$ cat src/rtl/frame_stop_trigger.sv
// frame_stop_trigger: initiator side of the frame-stop handshake.
// Counts detector-flagged pixels per active frame. After CONSEC_FRAMES
// consecutive frames reach THRESHOLD it issues a one-clock stop request,
// follows the holder's busy flag, then waits out a cooldown before re-arming.
//
// Handshake: f2s_en is a single-clock request pulse, not a valid/ready pair.
// The holder acknowledges by raising f2s_busy and keeps it high for as long
// as it holds the frame. A request that sees no f2s_busy within ACK_TIMEOUT
// frame ends is treated as lost and is not retried. f2s_busy is ignored
// outside WAIT_ACK and BUSY.
module frame_stop_trigger #(
    parameter int H_ACTIVE        = 640,
    parameter int V_ACTIVE        = 480,
    parameter int CNT_W           = 19,
    parameter int THRESHOLD       = 2000,
    parameter int CONSEC_FRAMES   = 3,
    parameter int COOLDOWN_FRAMES = 60,
    parameter int ACK_TIMEOUT     = 2
) (
    input  logic             vga_pclk,
    input  logic             reset,
    input  logic [9:0]       x_pixel,
    input  logic [9:0]       y_pixel,
    input  logic             pixel_match,
    input  logic             arm,
    input  logic             f2s_busy,
    output logic             f2s_en,
    output logic [CNT_W-1:0] last_frame_cnt,
    output logic [2:0]       hit_streak,
    output logic             det_led,
    output logic [2:0]       state_dbg
);

    localparam int TMR_MAX = (COOLDOWN_FRAMES > ACK_TIMEOUT) ? COOLDOWN_FRAMES : ACK_TIMEOUT;
    localparam int TMR_W   = $clog2(TMR_MAX + 1);

    typedef enum logic [2:0] {
        IDLE     = 3'd0,
        ACCUM    = 3'd1,
        FIRE     = 3'd2,
        WAIT_ACK = 3'd3,
        BUSY     = 3'd4,
        COOLDOWN = 3'd5
    } state_t;

    state_t             state;
    state_t             next_state;
    logic               yen;
    logic               yen_q;
    logic               frame_start;
    logic               frame_end;
    logic               armed_frame;
    logic               arming;
    logic               count_pix;
    logic               frame_done;
    logic               hit;
    logic [2:0]         streak_inc;
    logic [2:0]         new_streak;
    logic [CNT_W-1:0]   cur_cnt;
    logic [TMR_W-1:0]   tmr;

    assign state_dbg = state;
    assign det_led   = (state == BUSY) || (state == COOLDOWN);

    // Frame edge detection and per-pixel qualification
    always_comb begin
        yen         = (y_pixel < 10'(V_ACTIVE));
        frame_start = yen && !yen_q;
        frame_end   = !yen && yen_q;
        // The pixel on the frame_start clock belongs to the new frame, so it
        // counts even though armed_frame only rises after this edge.
        arming      = (state == ACCUM) && arm && frame_start;
        count_pix   = (armed_frame || arming) && yen &&
                      (x_pixel < 10'(H_ACTIVE)) && pixel_match;
        frame_done  = (state == ACCUM) && arm && armed_frame && frame_end;
        hit         = (cur_cnt >= CNT_W'(THRESHOLD));
        streak_inc  = (hit_streak >= 3'(CONSEC_FRAMES)) ? 3'(CONSEC_FRAMES)
                                                        : hit_streak + 3'd1;
        new_streak  = hit ? streak_inc : 3'd0;
    end

    // Next-state logic; dropping arm wins over every other transition
    always_comb begin
        next_state = state;
        if (!arm) begin
            next_state = IDLE;
        end else begin
            case (state)
                IDLE:     next_state = ACCUM;
                ACCUM:    if (frame_done && (new_streak == 3'(CONSEC_FRAMES))) next_state = FIRE;
                FIRE:     next_state = WAIT_ACK;
                WAIT_ACK: begin
                    if (f2s_busy)                                             next_state = BUSY;
                    else if (frame_end && (tmr == TMR_W'(ACK_TIMEOUT - 1)))   next_state = ACCUM;
                end
                BUSY:     if (!f2s_busy) next_state = COOLDOWN;
                COOLDOWN: if (frame_end && (tmr == TMR_W'(COOLDOWN_FRAMES - 1))) next_state = ACCUM;
                default:  next_state = IDLE;
            endcase
        end
    end

    // State register and registered request pulse (high only while in FIRE)
    always_ff @(posedge vga_pclk or posedge reset) begin
        if (reset) begin
            state  <= IDLE;
            f2s_en <= 1'b0;
            yen_q  <= 1'b0;
        end else begin
            state  <= next_state;
            f2s_en <= (next_state == FIRE);
            yen_q  <= yen;
        end
    end

    // Frame arming: only frames that start while accumulating are counted
    always_ff @(posedge vga_pclk or posedge reset) begin
        if (reset)                           armed_frame <= 1'b0;
        else if (!arm || (state != ACCUM))   armed_frame <= 1'b0;
        else if (frame_start)                armed_frame <= 1'b1;
        else if (frame_end)                  armed_frame <= 1'b0;
    end

    // Per-frame match counter, saturating, held at zero outside ACCUM
    always_ff @(posedge vga_pclk or posedge reset) begin
        if (reset)                               cur_cnt <= '0;
        else if (!arm || (state != ACCUM))       cur_cnt <= '0;
        else if (frame_done)                     cur_cnt <= '0;
        else if (count_pix && (cur_cnt != '1))   cur_cnt <= cur_cnt + CNT_W'(1);
    end

    // Completed-frame count; survives arm dropping
    always_ff @(posedge vga_pclk or posedge reset) begin
        if (reset)           last_frame_cnt <= '0;
        else if (frame_done) last_frame_cnt <= cur_cnt;
    end

    // Consecutive-hit streak; cleared once the request has been issued
    always_ff @(posedge vga_pclk or posedge reset) begin
        if (reset)               hit_streak <= 3'd0;
        else if (!arm)           hit_streak <= 3'd0;
        else if (state == FIRE)  hit_streak <= 3'd0;
        else if (frame_done)     hit_streak <= new_streak;
    end

    // Frame-end timer shared by the ack timeout and the cooldown
    always_ff @(posedge vga_pclk or posedge reset) begin
        if (reset) begin
            tmr <= '0;
        end else if (!arm) begin
            tmr <= '0;
        end else begin
            case (state)
                WAIT_ACK, COOLDOWN: if (frame_end) tmr <= tmr + TMR_W'(1);
                BUSY:               tmr <= '0;
                default:            tmr <= '0;
            endcase
        end
    end

endmodule

$ cat config.mk
export PLATFORM = sky130hd
export DESIGN_NAME = frame_stop_trigger
export DESIGN_NICKNAME = d
export VERILOG_FILES = /design/src/rtl/frame_stop_trigger.sv
export SDC_FILE = /design/constraint.sdc
export NUM_CORES = 1
export LEC_CHECK = 0
export ABC_CLOCK_PERIOD_IN_PS = 2300
export BUFFER_PORTS_ARGS = -buffer_cell sky130_fd_sc_hd__buf_2
export CAP_MARGIN = 30
export CORE_ASPECT_RATIO = 0.7
export CORE_MARGIN = 2
export CORE_UTILIZATION = 45
export CTS_BUF_LIST = sky130_fd_sc_hd__clkbuf_4
export CTS_CLUSTER_SIZE = 8
export DETAILED_ROUTE_END_ITERATION = 12
export GPL_TIMING_DRIVEN = 1
export PLACE_DENSITY_LB_ADDON = 0.08
export SKIP_LAST_GASP = 1
export SYNTH_ARGS = -nofsm -noshare
export SYNTH_HDL_FRONTEND = slang
export SYNTH_SLANG_ARGS = --single-unit
$ cat constraint.sdc
create_clock -name vga_pclk -period 2.3 [get_ports vga_pclk]
set_input_delay 0.46 -clock vga_pclk [delete_from_list [all_inputs] [get_ports vga_pclk]]
set_output_delay 0.46 -clock vga_pclk [all_outputs]
set_load 0.005 [all_outputs]
# Word level (Yosys, flattened, before mapping)

Index checks and enable logic that the tools add are counted.

Flip-flop bits (word level): 53
Bits of input ports: 25
Latch bits: 0
Output and inout port bits: 27
Memory bits (read-only): 0
Memory bits (writable): 0
Word-level logic and storage cells: 72
Memories kept: 0

Bitwise operators: 0
Div/mod/pow operators: 0
Eq/ne operators: 13
Magnitude comparators: 4
Shift operators: 0
$add $sub $neg: 3
Reductions and logical operators: 23
Multipliers: 0
Muxes and demuxes: 21

Operator list:

| cell                                                                                  | number |
|---|---|
| 19-bit 2-to-1 mux                                                                     | 3 |
| 3-bit 2-to-1 mux                                                                      | 11 |
| 19-bit by 1-bit adder with 19-bit output, second input constant                       | 1 |
| 19-bit by 11-bit greater-or-equal comparator with 1-bit output, second input constant | 1 |
| 19-bit != test, second input constant                                                 | 1 |
| 6-bit 2-to-1 mux                                                                      | 3 |
| 3-bit one-hot mux with 6 select lines                                                 | 1 |
| 1-bit logical AND                                                                     | 13 |
| 3-bit by 2-bit == test with 1-bit output, second input constant                       | 4 |
| 10-bit < comparator, second input constant                                            | 1 |
| 10-bit by 9-bit < comparator with 1-bit output, second input constant                 | 1 |
| 6-bit by 1-bit adder with 6-bit output, second input constant                         | 1 |
| 3-bit == test, second input constant                                                  | 2 |
| 6-bit by 1-bit == test with 1-bit output, second input constant                       | 1 |
| 6-bit == test, second input constant                                                  | 1 |
| 3-bit by 1-bit != test with 1-bit output, second input constant                       | 2 |
| 3-bit nonzero test                                                                    | 2 |
| 3-bit by 1-bit adder with 3-bit output, second input constant                         | 1 |
| 3-bit by 1-bit == test with 1-bit output, second input constant                       | 1 |
| 3-bit by 2-bit greater-or-equal comparator with 1-bit output, second input constant   | 1 |
| 1-bit zero test                                                                       | 3 |
| 3-bit zero test                                                                       | 1 |
| 1-bit logical OR                                                                      | 3 |
| 1-bit 2-to-1 mux                                                                      | 3 |
| 2 further kinds                                                                       | 2 |

# Longest topological paths before layout

Depth in word-level cells: 11
Mapped depth: 9
Gate-level depth less buffers: 8

# Least setup slack after synthesis

Ideal clock, no wire load.

Path kind: input -> register
Start: input port y_pixel[5]
End: register cur_cnt[3]
Library setup time: 0.078 ns
Arrival: 2.022 ns
Slack: 0.200 ns
Data required time: 2.222 ns
Buffers on the path: 1
Stages: 7
Cells stage by stage: a41oi_1 ha_1 a21oi_2 or2_1 buf_6 or4_1 a21oi_1

Word-level cells in the longest chain between the ends: 9
Elaborated cells on any way between the ends: 14
Those cells by class: 1 x order compare; 2 x mux; 11 x reduce/logical

RTL lines:

| item                                               | RTL line | text |
|---|---|---|
| start: declaration                                 | 23       | `input logic [9:0] y_pixel,` |
| 10-bit by 9-bit < comparator with 1-bit output (*) | 67       | `yen = (y_pixel < 10'(V_ACTIVE));` |
| 1-bit logical AND                                  | 68       | `frame_start = yen && !yen_q;` |
| 1-bit logical AND                                  | 72       | `arming = (state == ACCUM) && arm && frame_start;` |
| 1-bit logical OR                                   | 73       | `count_pix = (armed_frame \|\| arming) && yen &&` |
| 1-bit logical AND (2 in series)                    | 73       |  |
| 1-bit logical AND                                  | 74       | `(x_pixel < 10'(H_ACTIVE)) && pixel_match;` |
| 1-bit logical AND                                  | 129      | `else if (count_pix && (cur_cnt != '1)) cur_cnt <= cur_cnt + CNT_W'(1);` |
| 3-bit nonzero test (no source line)                | -        |  |
| end signal: assignment                             | 129      |  |
| end: declaration                                   | 59       | `logic [CNT_W-1:0] cur_cnt;` |

Every way passes the cells marked *; elsewhere a longest branch is shown, timed or not.
A chain may end at the register's enable or synchronous reset.

# Worst setup path in the final report

Start: input port y_pixel[5]
End: register cur_cnt[5]

Word-level cells in the longest chain between the ends: 9
Elaborated cells on any way between the ends: 14
Those cells by class: 1 x order compare; 2 x mux; 11 x reduce/logical

RTL lines:

| item                                               | RTL line | text |
|---|---|---|
| 10-bit by 9-bit < comparator with 1-bit output (*) | 67       |  |
| named net yen                                      | 48       | `logic yen;` |
| 1-bit logical AND                                  | 68       |  |
| 1-bit logical AND                                  | 72       |  |
| 1-bit logical OR                                   | 73       |  |
| 1-bit logical AND (2 in series)                    | 73       |  |
| 1-bit logical AND                                  | 74       |  |
| 1-bit logical AND                                  | 129      |  |
| 3-bit nonzero test (no source line)                | -        |  |

Mark *: on every way through the listed nets, which the timed path passes. The rest lies on a longest branch.

==> flow_summary.json <==
{
  "critPathBufInv": 3,
  "period_needed_ns": 2.02,
  "numCtsBuffers": 5,
  "synthFlopType": "dfrtp_1",
  "place_congestion": 0.838,
  "synth_top_area_share_pct": 48.9,
  "rsz0062_at_grt": "no",
  "yosys_warnings": 0,
  "synth_cell_types": 49,
  "vias": 2199,
  "finish.utilization_pct": 54.6,
  "crit_slowest_cell": "nor4_1",
  "hold_buffers": 0,
  "switching_share_pct": 23.2,
  "reg2reg_setup_slack_ns": 0.29,
  "path_cells": "buf_2 -> a41oi_1 -> ha_1 -> a21oi_2 -> or2_1 -> buf_12 -> nor4_1 -> buf_4 -> mux2i_1",
  "maxSlewHeadroom_pct": 64.5,
  "rows": 23,
  "clockRootBuffer": "clkbuf_4",
  "start_util_pct": 46.9,
  "grt-busiest-layer": "met1",
  "setup_viol": 0,
  "final_cell_mix": "53 x dfrtp_1, 39 x buf_2, 19 x mux2_1",
  "pwr_density_cell_nw_per_um2": 449,
  "tightest_slew_ns": 0.529,
  "syn-cell-area_um2": 2710,
  "synth_edf_count": 0,
  "cts_tree": "yes",
  "io_buffers": 39,
  "p_sw_uw": 329,
  "grt_max_degree": 32,
  "cts.sinks": 53,
  "tns_ns": 0,
  "critPathKind": "primary input to register",
  "drc": 0,
  "endpoint": "cur_cnt[5]",
  "critPathMaxStageDelay_ns": 0.36,
  "cts_setup_buffers": 0,
  "use_met3_pct": 3.83,
  "synth_top_area_cell": "dfrtp_1",
  "seqCellArea_um2": 1330,
  "fillCellCount": 538,
  "dr.pass1.iters": 4,
  "cts_resized": 0,
  "startpoint": "y_pixel[5]",
  "pwr-share-clk_pct": 28.3,
  "syn_avg_cell_area_um2": 10.3,
  "grt_pass1_vias": 2015,
  "r2r-end": "cur_cnt[5]",
  "peakVddDrop_mv": 0.215,
  "die_x_um": 96.8,
  "clockBufferDepth": 2,
  "maxCapViolCount": 0,
  "grt.overflow.total": 0,
  "met1_usage_pct": 29.5,
  "sequentialPowerShare_pct": 66.0,
  "critPathLaunchType": "primary input",
  "combPwrFrac_pct": 5.7,
  "area_growth_pct": 16.4,
  "cp.arrival_ns": 2.33,
  "cp_top_family": "simple AND/OR/NAND/NOR gates",
  "fin_skew_ns": 0.0125,
  "die_y_um": 68.9,
  "drt_iter0_drc": 160,
  "io_pins": 52,
  "cell_internal_pwr_uw": 1090,
  "crit_required_ns": 2.60,
  "insertion_delay_ns": 0.37,
  "grt_antenna_before_repair": 0,
  "timing.rr.start": "state_dbg[1]",
  "num_antenna_cells": 0,
  "layout_commonest_cell": "dfrtp_1",
  "syn_inst": 263,
  "grt_use_met2_pct": 27.9,
  "fmax_mhz": 494,
  "antenna_left": 0,
  "nets": 349,
  "crit_path_end_kind": "register",
  "drive_gt1_share_pct": 21.8,
  "htreeDepth": 2,
  "reg2reg_depth": 7,
  "leakage_uw": 0.00151,
  "die_area_um2": 6670,
  "ys_top_cells_by_area": "dfrtp_1 49%, mux2_1 7.9%, ha_1 3.7%",
  "finalCritPeriodShare_pct": 88.0,
  "hold_path.class": "primary input to asynchronous set/reset pin",
  "clk_pin_slew_ns": 0.14,
  "synthesis.nets": 296,
  "slew_viol_final": 0,
  "multiInputGateArea_um2": 1270,
  "cp_max_fo": 20,
  "drt_wl_total_um": 5760,
  "crit_cells": 9,
  "core_um2": 5780,
  "ys_seq_area_share_pct": 48.9,
  "status": "finished clean",
  "synth-seq-cells": 53,
  "via_per_inst": 5.62,
  "async_flop_share_pct": 100,
  "dp_hpwl_um": 4290,
  "grt_usage_pct": 19.2,
  "hold_viol": 0,
  "wire_per_inst_um": 14.7,
  "grt_first_pass_wirelength_um": 10100
}
==> routing by layer <==
metal,vias up,routed length [um],share of wire (%)
met5,-,0,0
met4,0,53,0.92
met3,5,351,6.1
met2,67,2280,40
met1,1050,3080,53
li1,1077,-,-
==> worst min-delay path by stage <==
stage                       from                 to  cells past startpoint
2_1_floorplan  last_frame_cnt[0]  last_frame_cnt[0]                      1
3_3_place_gp   last_frame_cnt[0]  last_frame_cnt[0]                      1
3_5_place_dp   last_frame_cnt[0]  last_frame_cnt[0]                      1
4_1_cts                    reset  last_frame_cnt[7]                      2
5_1_grt                    reset  last_frame_cnt[7]                      2
6_report                   reset  last_frame_cnt[7]                      2
==> power by group through the flow <==
stage               clock network [uW]  registers, uW  logic (uW)
detailed placement                   0            954        83.4
global route                       465            937        94.4
floorplan                            0            954        43.3
CTS                                421            936        83.8
finish                             401            936        81.5
global placement                     0            953        81.5
==> Yosys cell counts, types with 2 or more instances <==
cell type and instances:
a21oi_1 14, and4_1 2, ha_1 8, dfrtp_1 53, o21ai_0 7, o21ai_1 6
nor4_1 5, and3_1 6, nor2_1 17, nand2_1 16, mux2i_1 2, a211o_1 2
clkbuf_1 4, o41ai_1 2, or4_1 5, a21o_1 3, nor2b_1 3, nand4_1 11
buf_2 6, nand3_1 13, o31a_1 2, xnor2_1 2, a211oi_1 3, or3_1 4
xor2_1 4, o31ai_1 6, nand3b_1 2, and2_1 3, inv_1 13, o21a_1 2
mux2_1 19
==> worst reg2reg max path: cells and delay by family, from the launching register on <==
| kind | cells | cell delay [ns] |
|---|---|---|
| compound gates | 1 | 0.08 |
| buf+inv | 2 | 0.34 |
| flops | 1 | 0.40 |
| mux | 1 | 0.17 |
| simple gates | 3 | 0.95 |
==> final cells by class <==
| cell class | instances | share of cell area [%] |
|---|---|---|
| multi-input combinational | 184 | 40.3 |
| sequential | 53 | 42.0 |
| inverter | 14 | 1.66 |
| tap | 75 | 2.97 |
| clock buffer | 6 | 1.43 |
| clock inverter | 1 | 0.119 |
| timing repair buffer | 58 | 11.5 |
==> logic make-up after synthesis <==
| kind of cell | synth area share [%] |
|---|---|
| AO/OA/AOI/OAI | 13.1 |
| buffers and inverters | 4.15 |
| flip-flops | 48.9 |
| XOR/XNOR | 1.94 |
| multiplexers | 8.63 |
| adder cells (fa/ha/maj) | 3.69 |
| AND/OR/NAND/NOR | 19.6 |
==> stage by stage <==
stage	power (uW)	worst slack [ns]	hold WS, ns	instance area (um^2)	std cells
detailed placement	1040	-0.104	0.469	3110	384
floorplan	998	0.200	0.483	2710	263
global placement	1030	-0.109	0.461	3110	384
global route	1500	0.0778	0.110	3160	391
finish	1420	0.276	0.104	3160	391
CTS	1440	0.282	0.112	3160	391
==> sequential cells by signal, indices dropped and copies added (netlist names) <==
register and count:
armed_frame 1, cur_cnt 19, f2s_en 1, hit_streak 3
last_frame_cnt 19, state_dbg 3, tmr 6, yen_q 1
Note: power is estimated with default switching activity, not from simulation.
